### src/rtl/tcb_lib_byteena2logsize_if.sv
// Request/response bundle between a byte-enable TCB manager and a log-size
// TCB subordinate, with the bridge sitting in between.
// slave  : the bridge (subordinate on the sub_* side, manager on the man_* side)
// master : the surroundings (drives sub_* requests and man_* responses)
interface tcb_lib_byteena2logsize_if #(
  parameter int unsigned ADR = 32,
  parameter int unsigned BEN = 4
);
  localparam int unsigned MAX = $clog2(BEN);
  localparam int unsigned SIZ = (MAX > 0) ? $clog2(MAX + 1) : 1;

  // byte-enable side
  logic               sub_vld;
  logic               sub_rdy;
  logic               sub_wen;
  logic [ADR-1:0]     sub_adr;
  logic [BEN-1:0]     sub_ben;
  logic [8*BEN-1:0]   sub_wdt;
  logic [8*BEN-1:0]   sub_rdt;
  logic               sub_sts;

  // log-size side
  logic               man_vld;
  logic               man_rdy;
  logic               man_wen;
  logic [ADR-1:0]     man_adr;
  logic [SIZ-1:0]     man_siz;
  logic [8*BEN-1:0]   man_wdt;
  logic [8*BEN-1:0]   man_rdt;
  logic               man_sts;

  modport slave (
    input  sub_vld, sub_wen, sub_adr, sub_ben, sub_wdt,
    output sub_rdy, sub_rdt, sub_sts,
    output man_vld, man_wen, man_adr, man_siz, man_wdt,
    input  man_rdy, man_rdt, man_sts
  );

  modport master (
    output sub_vld, sub_wen, sub_adr, sub_ben, sub_wdt,
    input  sub_rdy, sub_rdt, sub_sts,
    input  man_vld, man_wen, man_adr, man_siz, man_wdt,
    output man_rdy, man_rdt, man_sts
  );
endinterface

### src/rtl/tcb_lib_byteena2logsize.sv
// Byte-enable to log-size TCB bridge. Each request is split into naturally
// aligned power-of-two pieces (lowest enabled byte first); piece responses are
// merged back into a single byte-enable response.
module tcb_lib_byteena2logsize #(
  parameter int unsigned ADR = 32,
  parameter int unsigned BEN = 4,
  parameter int unsigned DLY = 1
) (
  input logic                         clk,
  input logic                         rst,
  tcb_lib_byteena2logsize_if.slave    tcb
);
  localparam int unsigned MAX = $clog2(BEN);
  localparam int unsigned SIZ = (MAX > 0) ? $clog2(MAX + 1) : 1;
  localparam int unsigned DW  = 8 * BEN;

  // splitter state
  logic           busy_q;
  logic [BEN-1:0] rem_q;

  // piece selection
  logic [BEN-1:0] cur;
  logic [BEN-1:0] pmask;
  logic [BEN-1:0] chk;
  logic [MAX-1:0] off;
  logic [SIZ-1:0] siz;
  logic           last;
  logic           zero_req;
  logic           man_xfer;
  logic           zero_xfer;
  logic [DW-1:0]  wdt_sh;

  // response pipeline, entry DLY-1 is the one whose response is on man_rdt
  logic [DLY-1:0]          pv_q;
  logic [DLY-1:0]          pw_q;
  logic [DLY-1:0]          pz_q;
  logic [DLY-1:0]          pl_q;
  logic [DLY-1:0][MAX-1:0] po_q;
  logic [DLY-1:0][SIZ-1:0] ps_q;

  // merge state
  logic [DW-1:0]  mrg_buf_q;
  logic           sts_acc_q;
  logic [DW-1:0]  rdt_sh;
  logic [DW-1:0]  mrg;
  logic           sts_m;
  logic           out_last;
  logic [MAX-1:0] out_off;
  logic [SIZ-1:0] out_siz;

  // Pick the lowest enabled byte and grow the chunk while it stays aligned and enabled.
  always_comb begin
    cur = busy_q ? rem_q : tcb.sub_ben;
    off = '0;
    for (int i = BEN - 1; i >= 0; i--) begin
      if (cur[i]) off = MAX'(i);
    end
    siz      = '0;
    pmask    = '0;
    pmask[off] = 1'b1;
    chk      = '0;
    for (int s = 1; s <= MAX; s++) begin
      for (int b = 0; b < BEN; b++) begin
        chk[b] = (b >= int'(off)) && (b < int'(off) + (1 << s));
      end
      if (((int'(off) & ((1 << s) - 1)) == 0) && ((cur & chk) == chk)) begin
        siz   = SIZ'(s);
        pmask = chk;
      end
    end
  end

  // Manager request fields and subordinate ready.
  always_comb begin
    last     = ((cur & ~pmask) == '0);
    zero_req = !busy_q && (tcb.sub_ben == '0);

    tcb.man_vld = tcb.sub_vld && (cur != '0);
    tcb.man_wen = tcb.sub_wen;
    tcb.man_adr = {tcb.sub_adr[ADR-1:MAX], off};
    tcb.man_siz = siz;

    wdt_sh      = tcb.sub_wdt >> (8 * int'(off));
    tcb.man_wdt = '0;
    for (int j = 0; j < BEN; j++) begin
      if (j < (1 << siz)) tcb.man_wdt[8*j +: 8] = wdt_sh[8*j +: 8];
    end

    // a zero-mask request is acknowledged locally without a manager transfer
    tcb.sub_rdy = zero_req ? 1'b1 : (tcb.man_rdy && last);
    man_xfer    = tcb.man_vld && tcb.man_rdy;
    zero_xfer   = tcb.sub_vld && zero_req;
  end

  // Track the bytes still to be sent while a request is being split.
  always_ff @(posedge clk or negedge rst) begin
    if (!rst) begin
      busy_q <= 1'b0;
      rem_q  <= '0;
    end else if (man_xfer) begin
      busy_q <= !last;
      rem_q  <= last ? '0 : (cur & ~pmask);
    end
  end

  // Shift piece descriptors along so they line up with their delayed responses.
  always_ff @(posedge clk or negedge rst) begin
    if (!rst) begin
      pv_q <= '0;
      pw_q <= '0;
      pz_q <= '0;
      pl_q <= '0;
      po_q <= '0;
      ps_q <= '0;
    end else begin
      for (int i = DLY - 1; i > 0; i--) begin
        pv_q[i] <= pv_q[i-1];
        pw_q[i] <= pw_q[i-1];
        pz_q[i] <= pz_q[i-1];
        pl_q[i] <= pl_q[i-1];
        po_q[i] <= po_q[i-1];
        ps_q[i] <= ps_q[i-1];
      end
      pv_q[0] <= man_xfer || zero_xfer;
      pw_q[0] <= tcb.sub_wen;
      pz_q[0] <= zero_xfer;
      pl_q[0] <= last;
      po_q[0] <= off;
      ps_q[0] <= siz;
    end
  end

  // Fold the current piece response into the partial word and status.
  always_comb begin
    out_off = po_q[DLY-1];
    out_siz = ps_q[DLY-1];
    rdt_sh  = tcb.man_rdt << (8 * int'(out_off));
    mrg     = mrg_buf_q;
    if (!pw_q[DLY-1] && !pz_q[DLY-1]) begin
      for (int b = 0; b < BEN; b++) begin
        if ((b >= int'(out_off)) && (b < int'(out_off) + (1 << out_siz))) begin
          mrg[8*b +: 8] = rdt_sh[8*b +: 8];
        end
      end
    end
    // zero-mask entries have no manager response behind them
    sts_m       = sts_acc_q | (tcb.man_sts & ~pz_q[DLY-1]);
    out_last    = pv_q[DLY-1] & pl_q[DLY-1];
    tcb.sub_rdt = out_last ? mrg : '0;
    tcb.sub_sts = out_last & sts_m;
  end

  // Hold partial results between pieces; clear once the final piece is delivered.
  always_ff @(posedge clk or negedge rst) begin
    if (!rst) begin
      mrg_buf_q <= '0;
      sts_acc_q <= 1'b0;
    end else if (pv_q[DLY-1]) begin
      if (pl_q[DLY-1]) begin
        mrg_buf_q <= '0;
        sts_acc_q <= 1'b0;
      end else begin
        mrg_buf_q <= mrg;
        sts_acc_q <= sts_m;
      end
    end
  end

endmodule

### src/flat_wrapper.sv
// flat-port wrapper written by rule: the top's interface ports become plain ports
module tcb_lib_byteena2logsize_flat 
#(
  parameter int unsigned ADR = 32,
  parameter int unsigned BEN = 4,
  parameter int unsigned DLY = 1
)
  (clk, rst, tcb_sub_vld, tcb_sub_wen, tcb_sub_adr, tcb_sub_ben, tcb_sub_wdt, tcb_sub_rdy, tcb_sub_rdt, tcb_sub_sts, tcb_man_vld, tcb_man_wen, tcb_man_adr, tcb_man_siz, tcb_man_wdt, tcb_man_rdy, tcb_man_rdt, tcb_man_sts);
  tcb_lib_byteena2logsize_if #(.ADR(ADR), .BEN(BEN)) tcb_i ();
  input logic clk;
  input logic rst;
  input wire logic [$bits(tcb_i.sub_vld)-1:0] tcb_sub_vld;
  input wire logic [$bits(tcb_i.sub_wen)-1:0] tcb_sub_wen;
  input wire logic [$bits(tcb_i.sub_adr)-1:0] tcb_sub_adr;
  input wire logic [$bits(tcb_i.sub_ben)-1:0] tcb_sub_ben;
  input wire logic [$bits(tcb_i.sub_wdt)-1:0] tcb_sub_wdt;
  output wire logic [$bits(tcb_i.sub_rdy)-1:0] tcb_sub_rdy;
  output wire logic [$bits(tcb_i.sub_rdt)-1:0] tcb_sub_rdt;
  output wire logic [$bits(tcb_i.sub_sts)-1:0] tcb_sub_sts;
  output wire logic [$bits(tcb_i.man_vld)-1:0] tcb_man_vld;
  output wire logic [$bits(tcb_i.man_wen)-1:0] tcb_man_wen;
  output wire logic [$bits(tcb_i.man_adr)-1:0] tcb_man_adr;
  output wire logic [$bits(tcb_i.man_siz)-1:0] tcb_man_siz;
  output wire logic [$bits(tcb_i.man_wdt)-1:0] tcb_man_wdt;
  input wire logic [$bits(tcb_i.man_rdy)-1:0] tcb_man_rdy;
  input wire logic [$bits(tcb_i.man_rdt)-1:0] tcb_man_rdt;
  input wire logic [$bits(tcb_i.man_sts)-1:0] tcb_man_sts;
  assign tcb_i.sub_vld = tcb_sub_vld;
  assign tcb_i.sub_wen = tcb_sub_wen;
  assign tcb_i.sub_adr = tcb_sub_adr;
  assign tcb_i.sub_ben = tcb_sub_ben;
  assign tcb_i.sub_wdt = tcb_sub_wdt;
  assign tcb_sub_rdy = tcb_i.sub_rdy;
  assign tcb_sub_rdt = tcb_i.sub_rdt;
  assign tcb_sub_sts = tcb_i.sub_sts;
  assign tcb_man_vld = tcb_i.man_vld;
  assign tcb_man_wen = tcb_i.man_wen;
  assign tcb_man_adr = tcb_i.man_adr;
  assign tcb_man_siz = tcb_i.man_siz;
  assign tcb_man_wdt = tcb_i.man_wdt;
  assign tcb_i.man_rdy = tcb_man_rdy;
  assign tcb_i.man_rdt = tcb_man_rdt;
  assign tcb_i.man_sts = tcb_man_sts;
  tcb_lib_byteena2logsize #(.ADR(ADR), .BEN(BEN), .DLY(DLY)) u_core (.clk(clk), .rst(rst), .tcb(tcb_i));
endmodule
### config.mk
export PLATFORM = sky130hd
export DESIGN_NAME = tcb_lib_byteena2logsize_flat
export DESIGN_NICKNAME = d
export VERILOG_FILES = /design/src/rtl/tcb_lib_byteena2logsize_if.sv /design/src/rtl/tcb_lib_byteena2logsize.sv /design/src/flat_wrapper.sv
export SDC_FILE = /design/constraint.sdc
export NUM_CORES = 1
export LEC_CHECK = 0
export BUFFER_PORTS_ARGS = -buffer_cell sky130_fd_sc_hd__buf_2
export CAP_MARGIN = 30
export CORE_MARGIN = 4
export CORE_UTILIZATION = 42
export DETAILED_ROUTE_END_ITERATION = 16
export PLACE_DENSITY = 0.78
export SLEW_MARGIN = 15
export SYNTH_ARGS = -nofsm -noshare
export SYNTH_HDL_FRONTEND = slang
export SYNTH_SLANG_ARGS = --single-unit
export TNS_END_PERCENT = 1
### constraint.sdc
create_clock -name clk -period 3.1 [get_ports clk]
set_input_delay 0.31 -clock clk [delete_from_list [all_inputs] [get_ports clk]]
set_output_delay 0.31 -clock clk [all_outputs]
set_load 0.01 [all_outputs]
==> flow_summary_export.csv <==
group,metric,value,unit
routing,drc,0,
setup_path,critical_path.max_fanout,6,
global_route,antenna_found_initial,0,
setup_path,crit_buf_inv,3,
sta,drv_slew,0,
die,core_area,0.00924,sq mm
die,start_util,43.1,%
synthesis,synth_top_area_cell,"dfrtp_1",
die,die_w,105,um
setup_path,critPathKind,"reg -> out",
power_and_ir_drop,leakage,2.52,nW
final_layout,fin_cells,749,
synthesis,yosys-top-cells-area,"dfrtp_1, mux2i_1, o2bb2ai_1, a21oi_1, buf_4",
synthesis,synth_warnings,0,
routing,vias,4144,
placement,dp_hpwl,9.03,mm
cts,clk-insertion-delay-late,0.30,ns
hold_path,worstHoldPathType,"in -> reg",
power_and_ir_drop,switching_share,46.0,%
setup_path,cp_top_family,"compound AO/OA/AOI/OAI gates",
routing,drt_iter0_markers,226,
sta,relSlewSlack,50.0,%
setup_path,start_kind,"flip-flop",
sta,finalSetupViolations,0,
routing,viasPerCell,5.53,
die,ios,208,
sta,period_needed,3.09,ns
setup_path,critPathRequiredTime,2.79,ns
global_route,first_global_vias,4057,
die,die_h,105,um
setup_path,crit_arrival,2.78,ns
global_route,grt_use_total,20.3,%
setup_path,cp_common_cell,"nor2_1",
sta,rsz0062_at_grt,"yes",
final_layout,layout-drive-gt1-share,40.0,%
power_and_ir_drop,power.switching,0.00264,W
synthesis,syn_nets,598,
power_and_ir_drop,p_comb_share,72.5,%
cts,cts.sink_count,46,
power_and_ir_drop,p_int,0.00310,W
synthesis,async_reset_ff_share,100,%
cts,cts-buffers-inserted,5,
cts,clk_pin_slew,0.08,ns
routing,wirelength,12.1,mm
global_route,grt_max_degree,36,
synthesis,syn_inst,486,
final_layout,n_antenna_cell,0,
global_route,use_met2,35.3,%
synthesis,synth_area_per_cell,8.20,sq um
setup_path,worst_path_largest_cell_delay,0.40,ns
synthesis,syn_area,0.00398,sq mm
synthesis,synth_enable_flop_cells,0,
global_route,grt_use_met1,24.9,%
synthesis,yosys.area.top_type_share,28.9,%
global_route,use_met3,4.29,%
cts,cts_max_level,2,
cts,cts_root_buf,"clkbuf_8",
die,dieArea,0.0111,sq mm
sta,worstMarginPinSlew,0.749,ns
power_and_ir_drop,seq_power_share,17.9,%
power_and_ir_drop,p_per_area,1110,mW/mm^2
die,fp-row-count,35,
cts,cts_buffer_depth,2,
sta,hold_violations,0,
routing,antenna_left,0,
synthesis,ys_types,49,
placement,place.gp.congestion,0.867,
power_and_ir_drop,vdd_drop_max,0.571,mV
global_route,overflow,0,
synthesis,synth_seq_cells,46,
sta,fmax,324,MHz
setup_path,crit_path_end_kind,"output port",
final_layout,fin_nets,731,
routing,first_pass_iters,5,
global_route,grt_pass1_wl,18.9,mm
placement,io_buffers,145,
final_layout,syn_to_final_growth,29.7,%
setup_path,crit_chain,"nor2_1 > ha_2 > inv_2 > fa_2 > a22o_4 > a221oi_4 > buf_6 > nor2_1 > a211oi_1 > buf_2",
synthesis,ys.flop_type,"dfrtp_1",
sta,fin_tns_setup,0,ns
routing,wire_per_inst,16.2,um
setup_path,slowest_stage,"dfrtp_1",
cts,cts_tree,"done",
placement,placedCellCount,715,
run_status,status,"finished clean",
synthesis,seq_area_frac_synth,28.9,%
sta,fin_crit_sh,99.7,%
power_and_ir_drop,p_clk_share,9.6,%
sta,fin_skew,0.00361,ns
global_route,busiest_layer,"met2",
flow_run,cap_viol_max_count,0,
cell type report:
type | instances | area, sq um
Clock inverter | 2 | 60.1
Tap cell | 129 | 161
Inverter | 13 | 48.8
Clock buffer | 6 | 82.6
Timing Repair Buffer | 190 | 1110
Fill cell | 807 | 4070
Multi-Input combinational cell | 363 | 2550
Sequential cell | 46 | 1150
final timing paths:
kind | start | to | slack [ns] | depth (start not counted)
max | u_core.out_siz[0] | tcb_sub_rdt[23] | 0.01 | 10
min | tcb_sub_wen | u_core.pw_q | 0.12 | 1
max reg2reg | u_core.busy_q | u_core.rem_q[3] | 0.13 | 15
min reg2reg | u_core.mrg_buf_q[24] | u_core.mrg_buf_q[24] | 0.49 | 1
max in group asynchronous | rst | u_core.mrg_buf_q[6] | 2.10 | 3
min in group asynchronous | rst | u_core.sts_acc_q | 0.49 | 2
registers in the layout, summed over array words and instances (netlist names):
| signal | count |
|---|---|
| u_core.mrg_buf_q | 32 |
| u_core.rem_q | 4 |
| u_core.out_off | 2 |
| u_core.out_siz | 2 |
| u_core.busy_q | 1 |
| u_core.pl_q | 1 |
| u_core.pv_q | 1 |
| u_core.pw_q | 1 |
| u_core.pz_q | 1 |
| u_core.sts_acc_q | 1 |
cell usage after synthesis (all sizes together) (4+ instances only):
cell,count
o2bb2ai,30
a211oi,18
nand2b,4
o211ai,7
mux2i,42
dfrtp,46
nand2,49
nor2b,9
and3,8
o21ai,12
buf,43
a21oi,52
a21boi,8
inv,13
a22oi,8
ha,5
nor2,60
nor3,12
clkbuf,21
mux2,13
power groups by stage:
| stage | clock network, W | registers [W] | logic (W) |
|---|---|---|---|
| final | 0.000550 | 0.00103 | 0.00416 |
| after global routing | 0.000584 | 0.00105 | 0.00454 |
| after CTS | 0.000568 | 0.00102 | 0.00372 |
| after detailed placement | 0 | 0.00103 | 0.00340 |
| after global placement | 0 | 0.00102 | 0.00333 |
| after floorplan | 0 | 0.000974 | 0.00256 |
through the flow:
| step | instance area (sq um) | hold slack, ns | util [%] | worst slack (ns) | power, W |
|---|---|---|---|---|---|
| 3_5_place_dp | 4640 | 0.289 | 50.2 | 0.0972 | 0.00444 |
| 3_3_place_gp | 4620 | 0.430 | 50.0 | 0.189 | 0.00435 |
| 5_1_grt | 5170 | 0.107 | 55.9 | -0.137 | 0.00617 |
| 4_1_cts | 4920 | 0.108 | 53.3 | -0.00551 | 0.00530 |
| 2_1_floorplan | 3980 | 0.0144 | - | 0.00155 | 0.00353 |
| 6_report | 5170 | 0.120 | 55.9 | 0.00995 | 0.00573 |
placed cells by master (no fill, tap or decap), types with 5 or more instances in the layout:
cell / instances
buf_6: 5
mux2_2: 11
nor3_1: 11
o21ai_0: 8
buf_2: 145
mux2i_1: 40
clkbuf_8: 6
buf_4: 37
o211ai_1: 5
o2bb2ai_1: 30
a21boi_0: 8
inv_1: 10
nor2_2: 5
a22oi_1: 8
nand2_1: 47
a211oi_1: 15
nor2_1: 54
dfrtp_1: 45
and3_1: 8
a21oi_1: 51
nor2b_1: 9
metal layers:
metal | part of all wire (%) | wire length, um | vias to the layer above
met5 | 0 | 0 | -
met4 | 1.5 | 187 | 0
met3 | 7.9 | 962 | 18
met2 | 50 | 6030 | 191
met1 | 41 | 4940 | 1947
li1 | - | - | 1988
what timing repair did:
item                       in CTS  in global routing
setup endpoints to repair      34                 44
gates resized for setup         9                 34
hold endpoints to repair       19                  0
setup buffers                  13                 13
hold buffers                    1                  0
pin swaps                       5                 16
cell families after synthesis:
kind of cell / Yosys count / synth area share (%)
multiplexers: 55 / 14.2
adder cells (fa/ha/maj): 6 / 2.07
AO/OA/AOI/OAI: 150 / 26.6
flip-flops: 46 / 28.9
buffers and inverters: 77 / 11.0
AND/OR/NAND/NOR: 152 / 17.2
Power figures use the tool's default switching activity.
